**config.mk**
```make
export PLATFORM = sky130hd
export DESIGN_NAME = rx_word_assembler_flat
export DESIGN_NICKNAME = d
export VERILOG_FILES = /design/src/rtl/rx_word_assembler_if.sv /design/src/rtl/rx_word_assembler.sv /design/src/flat_wrapper.sv
export SDC_FILE = /design/constraint.sdc
export NUM_CORES = 1
export LEC_CHECK = 0
export CAP_MARGIN = 20
export CORE_ASPECT_RATIO = 1.2
export CORE_MARGIN = 10
export CORE_UTILIZATION = 45
export DETAILED_ROUTE_END_ITERATION = 10
export PLACE_DENSITY = 0.7
export SLEW_MARGIN = 20
export SYNTH_ARGS = -nofsm -noshare
export SYNTH_HDL_FRONTEND = slang
export SYNTH_SLANG_ARGS = --single-unit
```
**constraint.sdc**
```tcl
create_clock -name data_clk -period 3.5 [get_ports data_clk]
set_input_delay 1.05 -clock data_clk [delete_from_list [all_inputs] [get_ports data_clk]]
set_output_delay 1.05 -clock data_clk [all_outputs]
set_load 0.05 [all_outputs]
```
**src/rtl/rx_word_assembler_if.sv**
```systemverilog
// Word-assembler bus: serial bit input, frame control, and the word
// ready/ack handshake toward the EPC write port.
interface rx_word_assembler_if #(
  parameter int WORD_W = 16
);
  logic              rx_start;
  logic              rx_bit;
  logic              rx_bit_valid;
  logic [7:0]        rx_words;
  logic              word_ack;
  logic [WORD_W-1:0] data_word;
  logic              word_ready;
  logic [5:0]        word_index;
  logic              rx_done;
  logic              crc_ok;
  logic              overrun;
  logic              busy;

  modport master (
    output rx_start, rx_bit, rx_bit_valid, rx_words, word_ack,
    input  data_word, word_ready, word_index, rx_done, crc_ok, overrun, busy
  );

  modport slave (
    input  rx_start, rx_bit, rx_bit_valid, rx_words, word_ack,
    output data_word, word_ready, word_index, rx_done, crc_ok, overrun, busy
  );
endinterface

```
**src/rtl/rx_word_assembler.sv**
```systemverilog
// Deserializes an MSB-first bit stream into data words, presents them on a
// ready/ack handshake and checks the trailing Gen2 CRC-16 residue.
module rx_word_assembler #(
  parameter int WORD_W    = 16,
  parameter int MAX_WORDS = 32
) (
  input logic              data_clk,
  input logic              reset,
  rx_word_assembler_if.slave bus
);
  localparam int N_W = $clog2(MAX_WORDS + 1);
  localparam logic [15:0] CRC_INIT    = 16'hFFFF;
  localparam logic [15:0] CRC_POLY    = 16'h1021;
  localparam logic [15:0] CRC_RESIDUE = 16'h1D0F;

  typedef enum logic [1:0] {
    IDLE = 2'd0,
    DATA = 2'd1,
    CRC  = 2'd2,
    DONE = 2'd3
  } state_t;

  function automatic logic [15:0] crc16_step(input logic [15:0] crc, input logic b);
    logic fb;
    fb = crc[15] ^ b;
    return {crc[14:0], 1'b0} ^ (fb ? CRC_POLY : 16'h0000);
  endfunction

  state_t            state_r;
  logic [N_W-1:0]    n_words_r;
  logic [N_W-1:0]    words_rcvd_r;
  logic [3:0]        bit_cnt_r;
  logic [WORD_W-1:0] sreg_r;
  logic [15:0]       crc_r;
  logic [WORD_W-1:0] data_word_r;
  logic              word_ready_r;
  logic [5:0]        word_index_r;
  logic              rx_done_r;
  logic              crc_ok_r;
  logic              overrun_r;
  logic              busy_r;

  logic [15:0]       crc_next_s;
  logic [N_W-1:0]    n_words_s;
  logic              ack_s;
  logic              word_done_s;

  // Next CRC value, saturated word count and handshake/word-completion strobes
  always_comb begin
    crc_next_s = crc16_step(crc_r, bus.rx_bit);
    if (bus.rx_words > 8'(MAX_WORDS)) begin
      n_words_s = N_W'(MAX_WORDS);
    end else begin
      n_words_s = bus.rx_words[N_W-1:0];
    end
    ack_s       = bus.word_ack && word_ready_r;
    word_done_s = (state_r == DATA) && bus.rx_bit_valid && (bit_cnt_r == 4'(WORD_W - 1));
  end

  // Frame FSM with registered outputs; rx_start overrides everything but reset
  always_ff @(posedge data_clk or posedge reset) begin
    if (reset) begin
      state_r      <= IDLE;
      n_words_r    <= '0;
      words_rcvd_r <= '0;
      bit_cnt_r    <= 4'd0;
      sreg_r       <= '0;
      crc_r        <= CRC_INIT;
      data_word_r  <= '0;
      word_ready_r <= 1'b0;
      word_index_r <= 6'd0;
      rx_done_r    <= 1'b0;
      crc_ok_r     <= 1'b0;
      overrun_r    <= 1'b0;
      busy_r       <= 1'b0;
    end else if (bus.rx_start) begin
      n_words_r    <= n_words_s;
      words_rcvd_r <= '0;
      bit_cnt_r    <= 4'd0;
      sreg_r       <= '0;
      crc_r        <= CRC_INIT;
      word_ready_r <= 1'b0;
      word_index_r <= 6'd0;
      rx_done_r    <= 1'b0;
      crc_ok_r     <= 1'b0;
      overrun_r    <= 1'b0;
      busy_r       <= 1'b1;
      state_r      <= (n_words_s != '0) ? DATA : CRC;
    end else begin
      if (ack_s) begin
        word_ready_r <= 1'b0;
        word_index_r <= word_index_r + 6'd1;
      end
      case (state_r)
        DATA: begin
          if (bus.rx_bit_valid) begin
            crc_r     <= crc_next_s;
            sreg_r    <= {sreg_r[WORD_W-2:0], bus.rx_bit};
            bit_cnt_r <= bit_cnt_r + 4'd1;
            // A completing word wins over a same-cycle ack clearing word_ready
            if (word_done_s) begin
              data_word_r  <= {sreg_r[WORD_W-2:0], bus.rx_bit};
              word_ready_r <= 1'b1;
              if (word_ready_r && !bus.word_ack) begin
                overrun_r <= 1'b1;
              end
              words_rcvd_r <= words_rcvd_r + N_W'(1);
              if ((words_rcvd_r + N_W'(1)) == n_words_r) begin
                state_r <= CRC;
              end
            end
          end
        end
        CRC: begin
          if (bus.rx_bit_valid) begin
            crc_r     <= crc_next_s;
            bit_cnt_r <= bit_cnt_r + 4'd1;
            if (bit_cnt_r == 4'd15) begin
              state_r   <= DONE;
              busy_r    <= 1'b0;
              rx_done_r <= 1'b1;
              crc_ok_r  <= (crc_next_s == CRC_RESIDUE);
            end
          end
        end
        IDLE, DONE: begin
        end
        default: begin
          state_r <= IDLE;
          busy_r  <= 1'b0;
        end
      endcase
    end
  end

  assign bus.data_word  = data_word_r;
  assign bus.word_ready = word_ready_r;
  assign bus.word_index = word_index_r;
  assign bus.rx_done    = rx_done_r;
  assign bus.crc_ok     = crc_ok_r;
  assign bus.overrun    = overrun_r;
  assign bus.busy       = busy_r;
endmodule

```
**src/flat_wrapper.sv**
```systemverilog
// flat-port wrapper written by rule: the top's interface ports become plain ports
module rx_word_assembler_flat 
#(
  parameter int WORD_W    = 16,
  parameter int MAX_WORDS = 32
)
  (data_clk, reset, bus_rx_start, bus_rx_bit, bus_rx_bit_valid, bus_rx_words, bus_word_ack, bus_data_word, bus_word_ready, bus_word_index, bus_rx_done, bus_crc_ok, bus_overrun, bus_busy);
  rx_word_assembler_if #(.WORD_W(WORD_W)) bus_i ();
  input logic data_clk;
  input logic reset;
  input wire logic [$bits(bus_i.rx_start)-1:0] bus_rx_start;
  input wire logic [$bits(bus_i.rx_bit)-1:0] bus_rx_bit;
  input wire logic [$bits(bus_i.rx_bit_valid)-1:0] bus_rx_bit_valid;
  input wire logic [$bits(bus_i.rx_words)-1:0] bus_rx_words;
  input wire logic [$bits(bus_i.word_ack)-1:0] bus_word_ack;
  output wire logic [$bits(bus_i.data_word)-1:0] bus_data_word;
  output wire logic [$bits(bus_i.word_ready)-1:0] bus_word_ready;
  output wire logic [$bits(bus_i.word_index)-1:0] bus_word_index;
  output wire logic [$bits(bus_i.rx_done)-1:0] bus_rx_done;
  output wire logic [$bits(bus_i.crc_ok)-1:0] bus_crc_ok;
  output wire logic [$bits(bus_i.overrun)-1:0] bus_overrun;
  output wire logic [$bits(bus_i.busy)-1:0] bus_busy;
  assign bus_i.rx_start = bus_rx_start;
  assign bus_i.rx_bit = bus_rx_bit;
  assign bus_i.rx_bit_valid = bus_rx_bit_valid;
  assign bus_i.rx_words = bus_rx_words;
  assign bus_i.word_ack = bus_word_ack;
  assign bus_data_word = bus_i.data_word;
  assign bus_word_ready = bus_i.word_ready;
  assign bus_word_index = bus_i.word_index;
  assign bus_rx_done = bus_i.rx_done;
  assign bus_crc_ok = bus_i.crc_ok;
  assign bus_overrun = bus_i.overrun;
  assign bus_busy = bus_i.busy;
  rx_word_assembler #(.WORD_W(WORD_W), .MAX_WORDS(MAX_WORDS)) u_core (.data_clk(data_clk), .reset(reset), .bus(bus_i));
endmodule
```
==> metrics list, run 1 <==
* Global-route usage over all layers: 12.0%
* Clock Pin Slew Worst Setup and Hold Paths: 0.08 ns
- Total number of vias: ~2400
- STA puts the critical path data arrival time at 1.59 ns.
- Maximum resistive drop on vdd: ~0.22 mV
- By area the synthesized netlist is led by dfrtp_1 (44%), dfstp_2 (12%), nand2_1 (8.0%).
- In this run, the number of DRC markers left after iteration 0 of detailed routing was 97.
* Final Slew Violations: 0
- Outcome: completed
* Final core area utilization: about 56%
* Min Tclk post-route: between 2 and 3 ns
* Total placed instance area: 3920 sq um
- For hold timing, the worst endpoint is u_core.bus.busy$_DFFE_PP0P_.
- The area growth from synthesis to layout is 20.7%.
- Routed met1 length: 2.97 mm
* Hold wc startpoint: u_core.bus.busy$_DFFE_PP0P_
* Initial antenna violation count: 0
- Counting every sink on the clock net gives 76.
* Leading cell types by count after synthesis: nand2_1 (73), dfrtp_1 (60), nor2_1 (25)
- CP cell instances: clkdlybuf4s50_1
* Critical path start-end classification: reg -> out
- Buffer count from post-CTS setup fixing: 0
- The worst register-to-register path begins at u_core.words_rcvd_r[0]$_DFFE_PP0P_.
* Placed wire-length estimate: 4.58 mm
- Largest buffer count on any clock path: 2
- CTS-repair resized insts: 0
* Achievable clock frequency: roughly 380 MHz
* Most common cell in the netlist: nand2_1
* Static power due to leakage: between 1.5 and 2 nW
- The floorplan step defined a die boundary enclosing between 10000 and 15000 sq um.
- The worst hold path belongs to the class reg -> reg.
- Number of remaining DRC errors: 0
* Top layer in use: met4
- Root buffer cell: clkbuf_8
- Die Span Y: 116 um
* Mean instance size in the synthesized netlist: 10.2 sq um
- During placement, the flow inserted port buffers numbering 40.
- Main synth FF type: dfrtp_1
- After clock tree synthesis, the flow added hold-fix buffers numbering 0.
- At the pin with the least slew margin, the transition time is 0.805 ns.
- Buffers inserted during clock tree synthesis total 9.
- Number of cells on the worst reg-to-reg path: 7
- For the final database, setup skew stands at 0.00492 ns.
- In the final timing run, aggregate negative setup slack is 0 ns.
* Die width: about 100 um
- Part of the cycle the worst path needs: 75.4%
- During synthesis, Yosys emitted a total of 0 warnings.
* Post-DR wirelength/cell: 14.4 um
* Critical Path Source Type: register
* Max-Cap Viols: 0
- Setup violations remaining at the end of the flow were counted as 0.
* Biggest cell delay along the critical path: about 0.83 ns
- The number of global-route vias before repair was 2473.
- Detailed routing placed a total of 3.42 mm of wire on met2.
- The floorplan has 34 rows.
- Cell taking the most area after synthesis: dfrtp_1
- In this run the biggest area consumer among cell types represents 43.7% of the synthesized area.
- Count of TritonRoute iterations in the first routing pass: 4
* Initial core utilization: 46.7%
* EDFF count, synth: 0
- Headroom to the max-slew limit came out at 46.2%.
* Capturing element type of the critical path: primary output
- Routability-driven placement congestion ratio: 0.803
- Hold timing on the final database bottoms out at a slack of approximately 0.48 ns.
- Fraction of final layout cells with drive strength greater than 1: 16.2%
- At the end of the flow, the number of nets in the layout was around 400.
- Worst setup startpoint: u_core.bus.word_index[0]$_DFFE_PP0P_
- Once detail routing completed, the nets flagged for antenna violations numbered 0.
- In this run the critical register-to-register path is captured at u_core.state_r[0]$_DFFE_PP0P_.
* Count of distinct cell types in the synthesized netlist: 42
- After detailed routing, the met3 layer carries 299 um of wire.
- After synthesis, flip-flops and latches occupy 56.0% of the total area.
- Avg Vias per Cell: 5.16
- H-tree Lvls: 3
* Remaining Overflow, GRT: 0
* Buffering stage count on the worst path with inverters included: 1
- The number of antenna diodes in the final layout is 0.
- The synthesized netlist occupies a cell area of 3430 sq um.
* Post-route cell area: 4140 sq um
- The kind of cell with the highest combined delay along the critical path is buffers and inverters.
- Maximum fanout count along the critical path: 4
- Slowest stage cell on the critical path: clkdlybuf4s50_1
- The total area inside the core boundary comes to between 7000 and 8000 sq um.
- FF+latch count, synth: 76
- Counting every instance in the synthesized netlist gives 337.
* Post-Route WL: 6.78 mm
- RSZ-0062 raised after global routing: false
- Maximum number of pins on one net before global-route repair: 40
- Along the worst hold path, the cell count comes to 1.
* Clk_lat worst skew: roughly 0.34 ns
- TritonCTS clock tree: done
* Register-to-register path setup slack: 1.51 ns
* Total power divided by cell area: 477 nW/um^2
* Final hold violation count: 0
- First-pass GRT wire length: 11.3 mm
- During I/O placement, the number of pins put on the boundary was roughly 40.
- Async S/R FF share, synth: 100%
- Required time at the worst-slack endpoint: 2.45 ns
* Post-Synthesis Net Count: 356
[metrics by stage]
stage               total power, mW  std cells  setup WS (ns)
floorplan                      1.19        337          0.538
global placement               1.24        456          0.712
detailed placement             1.26        456          0.679
CTS                            2.00        472          0.828
global route                   2.07        472          0.799
finish                         1.98        472          0.861
[how the worst max path moves through the flow]
stage / endpoint / cells after the start
after floorplan: u_core.bit_cnt_r[0]$_DFFE_PP0P_ / 1
after global placement: u_core.state_r[0]$_DFFE_PP0P_ / 7
after detailed placement: u_core.bus.data_word[13]$_DFFE_PP0P_ / 6
after CTS: bus_word_ready / 1
after global routing: bus_word_index[0] / 1
final: bus_word_index[0] / 1
[cell type report]
cell class,count,area (sq um)
Multi-Input combinational cell,229,1370
Inverter,15,56.3
Clock buffer,10,138
Timing Repair Buffer,46,453
Fill cell,664,3220
Tap cell,90,113
Clock inverter,6,87.6
Sequential cell,76,1920
[kinds of logic (layout without fill, tap and decap cells)]
logic type | count (synthesis) | after routing | synth area share (%)
compound gates | 40 | 40 | 6.78
xor+xnor | 24 | 24 | 6.12
fa+ha+maj | 5 | 5 | 1.82
buf+inv | 32 | 77 | 4.01
flops | 76 | 76 | 56.0
mux | 17 | 17 | 5.68
simple gates | 143 | 143 | 19.6
[power by group]
group | switching [mW] | leakage, nW | internal [mW]
sequential | 0.0413 | 0.991 | 0.953
clock | 0.321 | 0.105 | 0.419
combinational | 0.143 | 0.736 | 0.0987
[routing by layer]
metal	global-route usage [%]	vias to the layer above
met3	3.81	6
li1	-	1189
met4	5.55	0
met1	13.9	1209
met2	19.8	30
met5	0	-
[cell usage in the layout, fill, tap and decap left out, types with 5 or more instances in the layout]
cell	netlist	final
nor2_1	25	25
nand4_1	5	5
o22ai_1	7	7
clkbuf_8	0	10
nand3b_1	13	13
ha_1	5	5
xnor2_1	10	10
inv_1	15	14
clkdlybuf4s50_1	0	39
nand3_1	9	9
xor2_1	14	14
mux2_2	16	16
dfstp_2	16	16
a21oi_1	23	23
buf_4	2	5
nand2_1	73	73
dfrtp_1	60	60
[registers in the layout, summed over array words and instances, names as in the netlist, 2 cells and up]
register,count
u_core.bit_cnt_r,4
u_core.words_rcvd_r,6
u_core.n_words_r,6
u_core.state_r,2
u_core.crc_r,16
u_core.sreg_r,15
u_core.bus.word_index,6
u_core.bus.data_word,16
Note: power is estimated with default switching activity, not from simulation.
==> inputs of run 2 (changes only) <==
--- a/config.mk
+++ b/config.mk
@@ -10,7 +10,7 @@
 export CORE_MARGIN = 10
 export CORE_UTILIZATION = 45
 export DETAILED_ROUTE_END_ITERATION = 10
-export PLACE_DENSITY = 0.7
+export PLACE_DENSITY = 0.72
 export SLEW_MARGIN = 20
 export SYNTH_ARGS = -nofsm -noshare
 export SYNTH_HDL_FRONTEND = slang
==> constraint.sdc (replaced) <==
create_clock -name data_clk -period 2.3 [get_ports data_clk]
set_input_delay 0.69 -clock data_clk [delete_from_list [all_inputs] [get_ports data_clk]]
set_output_delay 0.69 -clock data_clk [all_outputs]
set_load 0.05 [all_outputs]
==> metrics list, run 2 (same netlist as run 1, synthesis figures left out) <==
- Buffers added to address setup during post-CTS repair amount to 0.
* CP cell instances: clkdlybuf4s50_1
* Setup WS pre-CTS: -0.0651 ns
- At the end of the flow the core is filled with cells to 57.4%.
- Routability-driven placement congestion ratio: between 0.7 and 0.8
- Clk_lat worst skew: 0.34 ns
- Tracing the worst setup path back leads to its startpoint at u_core.bus.word_index[4]$_DFFE_PP0P_.
- Setup violations remaining at the end of the flow were counted as 0.
* Buffering stage count on the worst path with inverters included: 1
* Maximum fanout count along the critical path: 3
- Measured in cells, the most critical reg-to-reg path has a length of 7.
- The startpoint identified for the worst register-to-register timing path is u_core.words_rcvd_r[0]$_DFFE_PP0P_.
* Headroom to the max-slew limit: between 60 and 70%
- The number of global-route vias before repair is approximately 2400.
- Based on the critical path, the design can be clocked at up to 449 MHz.
* Total power divided by cell area: 706 nW/um^2
* Slowest stage cell on the critical path: clkdlybuf4s50_1
* Die Span Y: 116 um
- The count of final hold-check violations came to 0.
- The worst setup path is of the reg -> out kind.
* Required time at the worst-slack endpoint: 1.61 ns
- Maximum resistive drop on vdd: 0.442 mV
- Post-Route WL: ~6.6 mm
- Number of remaining DRC errors: 0
- Biggest cell delay along the critical path: 0.82 ns
- After detailed routing, the average wire length per cell comes to 13.8 um.
- Measured along the x axis, the die boundary spans 99.7 um.
- Avg Vias per Cell: 5.10
- Number of clock buffers inserted by TritonCTS: 9
- Placed wire-length estimate: 4.62 mm
- Static power due to leakage: 1.97 nW
* Global-route usage over all layers: 11.9%
* Max-Cap Viols: 0
- Cell family contributing the most delay on the critical path: buffers and inverters
- Setup repair after global routing left no endpoint under its margin.
* Starting DRC count in detailed routing: between 60 and 70
* Pin slew with the least headroom to its limit: 0.534 ns
* H-tree Lvls: 3
- Most common library cell in the layout ignoring fill and taps: nand2_1
- Ports: 41
- In the post-route analysis, the smallest setup slack over all paths is 0.0739 ns.
* TritonCTS clock tree: done
- Outcome: completed
- Critical Path Source Type: register
- The cell sitting at the root of the clock tree is a clkbuf_8.
- Hold timing on the final database bottoms out at a slack of 0.477 ns.
- Tightest Hold Check Type: reg -> reg
* Total number of vias: approximately 2500
* Worst clock skew: 0.00829 ns
* Placement Rows: 34
- Final Slew Violations: 0
* Number of nets in the final layout: 404
- First-pass GRT wire length: 11.2 mm
* Number of fillers in the final layout: 636
- Part of the cycle the worst path needs: between 90% and 100%
- After clock tree synthesis, the clock-pin slew on the worst setup and hold paths is approximately 0.07 ns.
* Initial core utilization: 46.7%
- Highest-count cells in the layout ignoring fill and taps: nand2_1 (73), dfrtp_1 (60), clkdlybuf4s50_1 (34)
* Number of stages on the worst setup path: 1
- Die area: 11500 sq um
- The region available for standard cell placement spans around 7400 sq um.
- Leaving out filler cells and counting taps, the final layout contains 480.
- The worst setup path is captured at a primary output.
* Buffers on Ports: 40
* Initial antenna violation count: 0
- The area growth from synthesis to layout is 23.0%.
- Once detail routing completed, the nets flagged for antenna violations numbered 0.
* Register-to-register path setup slack: 0.27 ns
- Remaining Overflow, GRT: 0
- Number of antenna repair diodes: 0
- The post-route netlist has 17.7% of its cells at a drive strength greater than 1.
- The clock drives 76 sinks.
- After detailed placement, the design holds a cell count of 464.
- The pre-antenna-repair detailed-routing pass consisted of 4 iterations.
* Endpoint of the worst-slack reg-to-reg timing path: u_core.state_r[0]$_DFFE_PP0P_
* Maximum number of pins on one net before global-route repair: 77
- Min Tclk post-route: 2.23 ns
- Data arrives at the worst endpoint at 1.54 ns.
- Capture point of the critical path: bus_word_index[4]
- The clock passes through at most 2 buffers.
## run 2: cell types whose count changed in the layout (fill, tap and decap cells not counted), sizes merged
cell and delta:
buf +8, inv -1, clkinvlp -2, dlymetal6s2s +5, clkdlybuf4s50 -5, clkbuf +1
clkinv +2
## run 2: layer usage
metal	GRT usage (%)	vias up	share of wire, %
li1	-	1207	-
met1	14.1	1208	43
met2	19.4	33	52
met3	4.05	2	4.5
met4	4.69	0	0.57
met5	0	-	0
## run 2: per-stage QoR
stage | power [mW] | setup TNS (ns) | area (sq um)
floorplan | 1.80 | 0 | 3440
finish | 2.98 | 0 | 4220
CTS | 3.02 | 0 | 4210
detailed placement | 1.92 | -0.0651 | 3990
global placement | 1.91 | -0.0402 | 3990
global route | 3.14 | 0 | 4220
## run 2: worst register-to-register path, cell delays in order, from the launching register on
cell and delay (ns):
dfrtp_1 0.45, ha_1 0.30, and3b_1 0.19, o22ai_1 0.17, nand2_1 0.07, o211a_1 0.21, o22ai_1 0.21, mux2_4 0.32
## run 2: power by group
| part | switching, mW | internal (mW) |
|---|---|---|
| clock | 0.455 | 0.635 |
| combinational | 0.218 | 0.160 |
| sequential | 0.0626 | 1.45 |
## run 2: layout make-up
| cell class | count | area [sq um] | share of cell area (%) |
|---|---|---|---|
| Clock inverter | 5 | 75.1 | 1.78 |
| Multi-Input combinational cell | 229 | 1370 | 32.5 |
| Timing Repair Buffer | 54 | 538 | 12.7 |
| Clock buffer | 11 | 141 | 3.35 |
| Sequential cell | 76 | 1920 | 45.5 |
| Tap cell | 90 | 113 | 2.67 |
| Inverter | 15 | 60.1 | 1.42 |
## run 2: how the worst min path moves through the flow
stage	slack (ns)	cells past startpoint	from	to
2_1_floorplan	0.47	2	u_core.crc_r[9]$_DFFE_PP1P_	u_core.crc_r[10]$_DFFE_PP1P_
3_3_place_gp	0.46	1	u_core.bus.busy$_DFFE_PP0P_	u_core.bus.busy$_DFFE_PP0P_
3_5_place_dp	0.46	1	u_core.bus.busy$_DFFE_PP0P_	u_core.bus.busy$_DFFE_PP0P_
4_1_cts	0.48	1	u_core.bus.busy$_DFFE_PP0P_	u_core.bus.busy$_DFFE_PP0P_
5_1_grt	0.51	1	u_core.bus.busy$_DFFE_PP0P_	u_core.bus.busy$_DFFE_PP0P_
6_report	0.48	1	u_core.bus.busy$_DFFE_PP0P_	u_core.bus.busy$_DFFE_PP0P_
## run 2: what timing repair did
action | CTS | global route
hold buffers | 0 | 0
gates resized for setup | 0 | 5
endpoints found under the setup margin | 0 | 5
